===== src/rtl/cache_controller_if.sv =====
// rtl/cache_controller_if.sv - CPU/cache-array/memory signals seen by the cache controller
//
// Ports (via modports):
//   master: drives MemRead, MemWrite, Word_Address, valid, mem_ready;
//           observes hit_miss, CacheRead, CacheWrite, MainMemRead,
//           MainMemWrite, stall, hit_count, miss_count
//   slave : the controller side, directions mirrored
interface cache_controller_if #(
    parameter int ADDR_W = 10,
    parameter int CNT_W  = 16
);
    logic              MemRead;
    logic              MemWrite;
    logic [ADDR_W-1:0] Word_Address;
    logic              valid;
    logic              mem_ready;
    logic              hit_miss;
    logic              CacheRead;
    logic              CacheWrite;
    logic              MainMemRead;
    logic              MainMemWrite;
    logic              stall;
    logic [CNT_W-1:0]  hit_count;
    logic [CNT_W-1:0]  miss_count;

    modport master (
        output MemRead, MemWrite, Word_Address, valid, mem_ready,
        input  hit_miss, CacheRead, CacheWrite, MainMemRead, MainMemWrite,
               stall, hit_count, miss_count
    );

    modport slave (
        input  MemRead, MemWrite, Word_Address, valid, mem_ready,
        output hit_miss, CacheRead, CacheWrite, MainMemRead, MainMemWrite,
               stall, hit_count, miss_count
    );
endinterface


===== src/rtl/cache_controller.sv =====
// rtl/cache_controller.sv - direct-mapped cache control: tag store, hit/miss, memory handshake, stats
//
// Ports:
//   clk   : clock, all state on rising edge
//   reset : synchronous active-low reset
//   bus   : cache_controller_if.slave (CPU request, array valid, memory
//           handshake in; cache/memory strobes, stall, counters out)
// Write-through, write-no-allocate, read-allocate.
module cache_controller #(
    parameter int ADDR_W  = 10,
    parameter int INDEX_W = 5,
    parameter int TAG_W   = 3,
    parameter int CNT_W   = 16
) (
    input  logic                clk,
    input  logic                reset,
    cache_controller_if.slave   bus
);
    localparam int LINES = 2 ** INDEX_W;

    typedef enum logic [1:0] {IDLE, READ_MISS, WRITE_MEM} state_t;

    state_t             state;
    logic [TAG_W-1:0]   tag_store [LINES];
    logic [CNT_W-1:0]   hit_cnt;
    logic [CNT_W-1:0]   miss_cnt;

    logic [INDEX_W-1:0] index;
    logic [TAG_W-1:0]   addr_tag;
    logic               hit;

    // Two low address bits select the word within a 4-word line.
    assign index    = bus.Word_Address[INDEX_W+1:2];
    assign addr_tag = bus.Word_Address[ADDR_W-1:INDEX_W+2];
    assign hit      = bus.valid && (tag_store[index] == addr_tag);

    always_ff @(posedge clk) begin
        if (!reset) begin
            state    <= IDLE;
            hit_cnt  <= '0;
            miss_cnt <= '0;
            for (int i = 0; i < LINES; i++) begin
                tag_store[i] <= '0;
            end
        end else begin
            case (state)
                IDLE: begin
                    // Read wins when both requests are raised together.
                    if (bus.MemRead) begin
                        if (hit) begin
                            if (hit_cnt != '1) hit_cnt <= hit_cnt + 1'b1;
                        end else begin
                            if (miss_cnt != '1) miss_cnt <= miss_cnt + 1'b1;
                            state <= READ_MISS;
                        end
                    end else if (bus.MemWrite) begin
                        if (hit) begin
                            if (hit_cnt != '1) hit_cnt <= hit_cnt + 1'b1;
                        end else begin
                            if (miss_cnt != '1) miss_cnt <= miss_cnt + 1'b1;
                        end
                        state <= WRITE_MEM;
                    end
                end
                READ_MISS: begin
                    // The array fills the line on this same edge; the retried
                    // read then hits in IDLE and is counted there.
                    if (bus.mem_ready) begin
                        tag_store[index] <= addr_tag;
                        state            <= IDLE;
                    end
                end
                WRITE_MEM: begin
                    if (bus.mem_ready) state <= IDLE;
                end
                default: state <= IDLE;
            endcase
        end
    end

    always_comb begin
        bus.hit_miss     = hit;
        bus.CacheRead    = 1'b0;
        bus.CacheWrite   = 1'b0;
        bus.MainMemRead  = 1'b0;
        bus.MainMemWrite = 1'b0;
        bus.stall        = 1'b0;
        case (state)
            IDLE: begin
                if (bus.MemRead) begin
                    bus.CacheRead   = 1'b1;
                    bus.MainMemRead = !hit;
                    bus.stall       = !hit;
                end else if (bus.MemWrite) begin
                    bus.CacheWrite   = 1'b1;
                    bus.MainMemWrite = 1'b1;
                    bus.stall        = 1'b1;
                end
            end
            READ_MISS: begin
                bus.CacheRead   = 1'b1;
                bus.MainMemRead = 1'b1;
                bus.stall       = 1'b1;
            end
            WRITE_MEM: begin
                bus.CacheWrite   = 1'b1;
                bus.MainMemWrite = 1'b1;
                // CPU advances in the completion cycle itself.
                bus.stall        = !bus.mem_ready;
            end
            default: ;
        endcase
    end

    assign bus.hit_count  = hit_cnt;
    assign bus.miss_count = miss_cnt;
endmodule


===== src/flat_wrapper.sv =====
// flat-port wrapper written by rule: the top's interface ports become plain ports
module cache_controller_flat 
#(
    parameter int ADDR_W  = 10,
    parameter int INDEX_W = 5,
    parameter int TAG_W   = 3,
    parameter int CNT_W   = 16
)
  (clk, reset, bus_MemRead, bus_MemWrite, bus_Word_Address, bus_valid, bus_mem_ready, bus_hit_miss, bus_CacheRead, bus_CacheWrite, bus_MainMemRead, bus_MainMemWrite, bus_stall, bus_hit_count, bus_miss_count);
  cache_controller_if #(.ADDR_W(ADDR_W), .CNT_W(CNT_W)) bus_i ();
  input  logic clk;
  input  logic reset;
  input wire logic [$bits(bus_i.MemRead)-1:0] bus_MemRead;
  input wire logic [$bits(bus_i.MemWrite)-1:0] bus_MemWrite;
  input wire logic [$bits(bus_i.Word_Address)-1:0] bus_Word_Address;
  input wire logic [$bits(bus_i.valid)-1:0] bus_valid;
  input wire logic [$bits(bus_i.mem_ready)-1:0] bus_mem_ready;
  output wire logic [$bits(bus_i.hit_miss)-1:0] bus_hit_miss;
  output wire logic [$bits(bus_i.CacheRead)-1:0] bus_CacheRead;
  output wire logic [$bits(bus_i.CacheWrite)-1:0] bus_CacheWrite;
  output wire logic [$bits(bus_i.MainMemRead)-1:0] bus_MainMemRead;
  output wire logic [$bits(bus_i.MainMemWrite)-1:0] bus_MainMemWrite;
  output wire logic [$bits(bus_i.stall)-1:0] bus_stall;
  output wire logic [$bits(bus_i.hit_count)-1:0] bus_hit_count;
  output wire logic [$bits(bus_i.miss_count)-1:0] bus_miss_count;
  assign bus_i.MemRead = bus_MemRead;
  assign bus_i.MemWrite = bus_MemWrite;
  assign bus_i.Word_Address = bus_Word_Address;
  assign bus_i.valid = bus_valid;
  assign bus_i.mem_ready = bus_mem_ready;
  assign bus_hit_miss = bus_i.hit_miss;
  assign bus_CacheRead = bus_i.CacheRead;
  assign bus_CacheWrite = bus_i.CacheWrite;
  assign bus_MainMemRead = bus_i.MainMemRead;
  assign bus_MainMemWrite = bus_i.MainMemWrite;
  assign bus_stall = bus_i.stall;
  assign bus_hit_count = bus_i.hit_count;
  assign bus_miss_count = bus_i.miss_count;
  cache_controller #(.ADDR_W(ADDR_W), .INDEX_W(INDEX_W), .TAG_W(TAG_W), .CNT_W(CNT_W)) u_core (.clk(clk), .reset(reset), .bus(bus_i));
endmodule

===== config.mk =====
export PLATFORM = sky130hd
export DESIGN_NAME = cache_controller_flat
export DESIGN_NICKNAME = d
export VERILOG_FILES = /design/src/rtl/cache_controller_if.sv /design/src/rtl/cache_controller.sv /design/src/flat_wrapper.sv
export SDC_FILE = /design/constraint.sdc
export NUM_CORES = 1
export LEC_CHECK = 0
export BUFFER_PORTS_ARGS = -buffer_cell sky130_fd_sc_hd__clkbuf_2
export CORE_MARGIN = 5
export CORE_UTILIZATION = 64
export CTS_CLUSTER_DIAMETER = 50
export DETAILED_ROUTE_END_ITERATION = 7
export HOLD_SLACK_MARGIN = 0.02
export PLACE_DENSITY_LB_ADDON = 0.08
export SYNTH_ARGS = -nofsm -noshare
export SYNTH_HDL_FRONTEND = slang
export SYNTH_SLANG_ARGS = --single-unit

===== constraint.sdc =====
create_clock -name clk -period 5.2 [get_ports clk]
set_input_delay 0.26 -clock clk [delete_from_list [all_inputs] [get_ports clk]]
set_output_delay 0.26 -clock clk [all_outputs]
set_load 0.01 [all_outputs]

Word level (Yosys, flattened, before mapping)
Memories as Yosys holds them, arrays and structs flattened.
Index checks and enable logic that the tools add are counted.
{ "word_totals": {"out_inout_bits": 38, "ramBits": 96, "n_memories": 1, "ff_bits": 34, "wordCells": 53} }
{ "memory_table": {"columns": ["memory", "depth", "word_bits", "read_ports", "rd_ports_with_merged_regs", "write_ports", "line_no", "text"], "rows": [
  ["u_core.tag_store", 32, 3, 1, 0, 32, "cache_controller.sv:24", "logic [TAG_W-1:0] tag_store [LINES];"]
]} }
{ "op_classes": {"reduce_logical": 9, "n_eq_ne": 8, "addsub": 2, "n_mux": 30} }
{ "ops": {"columns": ["op", "count"], "rows": [
  ["$mux 16", 8],
  ["$add 16x1->16 const B", 2],
  ["$ne 16x16->1 const B", 2],
  ["$mux 1", 11],
  ["$mux 2", 4],
  ["$ne 3x3->1 const B", 2],
  ["$pmux 1 s2", 3],
  ["$mux 5", 1],
  ["$pmux 2 s2", 1],
  ["$eq 3x3->1", 1],
  ["$mux 3", 1],
  ["$pmux 1 s3", 1],
  ["$reduce_and 3->1", 1],
  ["$reduce_or 3->1", 1],
  ["$eq 2x1->1 const B", 1],
  ["$eq 2x2->1 const B", 1],
  ["$logic_not 1->1", 2],
  ["$logic_not 2->1", 1],
  ["$ne 2x1->1 const B", 1],
  ["$reduce_and 2->1", 1],
  ["$reduce_bool 2->1", 1],
  ["$reduce_or 2->1", 1],
  ["$logic_and 1x1->1", 1]
]} }

Longest topological paths before layout
{ "logic_depth": {"depth_word": 6, "depth_mapped": 14} }

Worst setup path after synthesis
No wires, ideal clock.
{ "synth_timing": {"path_kind": "input -> output", "from": "in bus_Word_Address[4]", "to": "out bus_stall", "slack_ns": 2.314, "stages": 11, "arrival_ns": 2.626, "cell_sequence": "buf_2 -> or3b_2 -> o22ai_1 -> nor4_1 -> o21ai_1 -> mux2_1 -> or3_1 -> buf_6 -> buf_6 -> a31o_2 -> o21ba_1"} }
{ "synth_via": {"elab_chain_len": 6} }
{ "synth_rtl": {"columns": ["element", "line_no", "text"], "rows": [
  ["from (decl)", "flat_wrapper.sv:15", "input wire logic [$bits(bus_i.Word_Address)-1:0] bus_Word_Address;"],
  ["$mem_v2 32x3", null, null],
  ["$eq 3x3->1", "cache_controller.sv:35", "assign hit = bus.valid && (tag_store[index] == addr_tag);"],
  ["$logic_and 1x1->1", "cache_controller.sv:35", null],
  ["$logic_not 1->1", "cache_controller.sv:93", "bus.stall = !hit;"],
  ["$mux 1", "cache_controller.sv:90", "if (bus.MemRead) begin"],
  ["$pmux 1 s3", "cache_controller.sv:88", "case (state)"],
  ["to (decl)", "flat_wrapper.sv:23", "output wire logic [$bits(bus_i.stall)-1:0] bus_stall;"]
]} }
No other way between the ends.

Final worst setup path
{ "layout_timing": {"from": "mem u_core.tag_store[14][0]", "to": "out bus_stall"} }
{ "layout_via": {"elab_chain_len": 6} }
{ "layout_rtl": {"columns": ["element", "line_no"], "rows": [
  ["from (decl)", "cache_controller.sv:24"],
  ["$mem_v2 32x3", null],
  ["$eq 3x3->1", "cache_controller.sv:35"],
  ["$logic_and 1x1->1", "cache_controller.sv:35"],
  ["$logic_not 1->1", "cache_controller.sv:93"],
  ["$mux 1", "cache_controller.sv:90"],
  ["$pmux 1 s3", "cache_controller.sv:88"]
]} }
No other way between the ends.

==> impl_metrics.yaml <==
route:
  drtAntennaViolNets: 0
  drt_iter0_markers: 487
  vias: 5196
  routed_wl_um: 15800
  post_drt_wl_per_cell_um: 19.1
  drc: 0
  firstDrtPassIters: 5
  viasPerCell: 6.29
sta:
  finalSetupViolCount: 0
  slew_headroom_pct: 16.1
  rsz0062_at_grt: "no"
  layout_min_cycle_time_ps: 3740
  whs_ps: 167
  tightest_slew_ps: 1260
  min_period_over_period_pct: 71.9
  hold_viol: 0
  finalSetupTns_ps: 0
  skew_ps: 10.5
  max_freq_mhz: 267
  slew_viol_final: 0
synthesis:
  synthTopCellsByCount: "and3_1 (108), edfxtp_1 (96), nand2_1 (88)"
  yosysMostFrequentCell: "and3_1"
  synth_ff_type: "edfxtp_1"
  ys_seq_area_share_pct: 52.0
  synth-seq-cells: 130
  synth_top_area_share_pct: 42.1
  postSynthAreaPerCell_um2: 10.4
  synthTopCellsByArea: "edfxtp_1 (42%), dfxtp_1 (9.9%), and3_1 (9.9%), mux2i_1 (9.1%), nand2_1 (4.8%)"
  syn_area_um2: 6850
  yosys.area.top_type: "edfxtp_1"
  synth_edf_count: 96
  synthDistinctLibCells: 52
  async_flop_share_pct: 0
  syn_nets: 683
  yosys_warnings: 0
  syn_inst: 661
global_routing:
  grt_pass1_wl_um: 25900
  antenna_found_initial: 0
  top_usage_layer: "met2"
  grt_remaining_overflow: 0
  grt_pass1_vias: 5107
  grt_usage_pct: 25.5
  grt_max_degree: 82
  met1_usage_pct: 33.9
  use_met3_pct: 4.40
  grt_use_met2_pct: 42.3
final_layout:
  final-seq-area_um2: 3560
  nFillCells: 757
  fin_area_um2: 7720
  n_antenna_cell: 0
  multi_input_area_um2: 2980
  utilization_pct: 74.4
  instances_no_fill: 826
  drive_gt1_share_pct: 15.2
  area_delta_synth_final_pct: 12.7
  final_net_count: 699
cts:
  cts_hold_buf: 0
  cts_buffers: 17
  cts_tree: "built"
  htree_num_levels: 4
  cts.sinks: 130
  clk-insertion-delay-late_ps: 520
  post_cts_buffers: 0
  cts-resized-gates: 0
  root_buffer: "clkbuf_8"
  cts.clk_slew.worst_paths_ps: 60
  clock_path_buffers: 2
floorplan:
  rows: 37
  core_um2: 10400
  initial_core_util_pct: 66.0
  die-area_um2: 12900
  die_h_um: 113
  io_pins: 54
  die_w_um: 113
setup_path:
  worst_setup_path_end_kind: "output port"
  crit_path_max_fanout: 22
  worst_path_max_delay_cell: "or3_1"
  crit_path_max_incr_delay_ps: 660
  critPathRequiredTime_ps: 4940
  start_kind: "flop"
  worstPathArrival_ps: 3480
  critical_path_class: "reg2out"
  crit_chain: "mux4_2 -> a221oi_2 -> o21ai_1 -> mux2_1 -> or3_1 -> a31o_2 -> o21ba_1 -> clkbuf_2"
outcome:
  status: "finished clean"
power_and_ir_drop:
  internal_power_w: 0.00208
  ir_worst_vdd_mv: 0.240
  p_leak_nw: 3.38
  p_seq_share_pct: 43.4
  power_frac_comb_pct: 7.7
  p_sw_w: 0.000584
  p_per_area_nw_per_um2: 345
  power.share.clock_pct: 48.9
  swShare_pct: 21.9
worst_hold_path:
  hold_path_class: "in2reg"
place:
  gp_congestion: 0.916
  placement.io_buffers: 51
  place_area_um2: 7070
  dp_hpwl_um: 9840
  place_inst: 794
run:
  drv_cap: 0
==> flip-flops by register name (all words and copies together) (netlist names) <==
signal                 count
u_core.bus.hit_count      16
u_core.state               2
u_core.tag_store          96
u_core.bus.miss_count     16
==> worst paths after layout <==
path | startpoint | endpoint | slack (ps) | depth (start not counted)
max | u_core.tag_store[14][0] | bus_stall | 1460 | 8
max reg2reg | u_core.tag_store[14][0] | u_core.bus.miss_count[7] | 1930 | 8
min reg2reg | u_core.bus.miss_count[13] | u_core.bus.miss_count[13] | 480 | 2
min | bus_MemRead | u_core.state[0] | 170 | 3
==> cell families (layout without fill, tap and decap cells) <==
group	count (synthesis)	in the layout	share of synthesized area (%)
adder cells (fa/ha/maj)	6	6	1.10
XOR/XNOR	2	2	0.256
flip-flops	130	130	52.0
buffers and inverters	71	100	4.57
multiplexers	67	67	10.6
AND/OR/NAND/NOR	318	318	25.2
AO/OA/AOI/OAI	67	67	6.30
==> cell usage in the layout, fill, tap and decap left out, drive strengths merged, types with 2 or more instances in the layout <==
cell type	n
o21bai	3
nor2	17
a21o	2
nand4	8
mux4	4
a21oi	13
and2	4
edfxtp	96
o32ai	2
dfxtp	34
nor2b	2
o221ai	2
clkinv	5
nand3b	5
o22ai	11
nor3b	2
nor3	16
ha	6
bufinv	5
nand3	21
a221oi	2
and3	108
buf	6
nand2b	23
o21ai	21
or3b	3
inv	10
a31o	2
nand2	88
xor2	2
mux2i	62
clkbuf	73
or2	2
nor4	9
or3	9
==> routing by layer <==
layer | up-vias | part of all wire [%] | wire, um
met3 | 23 | 6.8 | 1080
met1 | 2524 | 43 | 6730
li1 | 2456 | - | -
met4 | 0 | 1.6 | 257
met5 | - | 0 | 0
met2 | 193 | 49 | 7720
==> stage by stage <==
step	setup slack (ps)	power (W)
global route	1420	0.00275
floorplan	2310	0.00132
finish	1460	0.00267
global placement	1660	0.00137
CTS	1470	0.00267
detailed placement	1600	0.00138
==> power groups by stage <==
stage / clock network, W / logic, W / registers, W
floorplan: 0 / 0.000147 / 0.00117
global placement: 0 / 0.000194 / 0.00118
detailed placement: 0 / 0.000201 / 0.00118
CTS: 0.00131 / 0.000203 / 0.00116
global route: 0.00137 / 0.000223 / 0.00116
finish: 0.00130 / 0.000205 / 0.00116
==> final cells by class <==
cell class,count,share of cell area [%]
flip-flops and latches,130,46.2
clock inverters,10,2.30
clock buffers,22,6.13
well taps,136,2.21
multi-input cells,460,38.6
inverters,11,0.535
repair buffers,57,4.05
==> worst max-delay path, delay by kind of cell, from the launching register on <==
family / cells / cell delay (ps)
mux: 2 / 820
buf+inv: 1 / 120
flops: 1 / 400
simple gates: 1 / 660
compound gates: 4 / 950
Note: power is estimated with default switching activity, not from simulation.
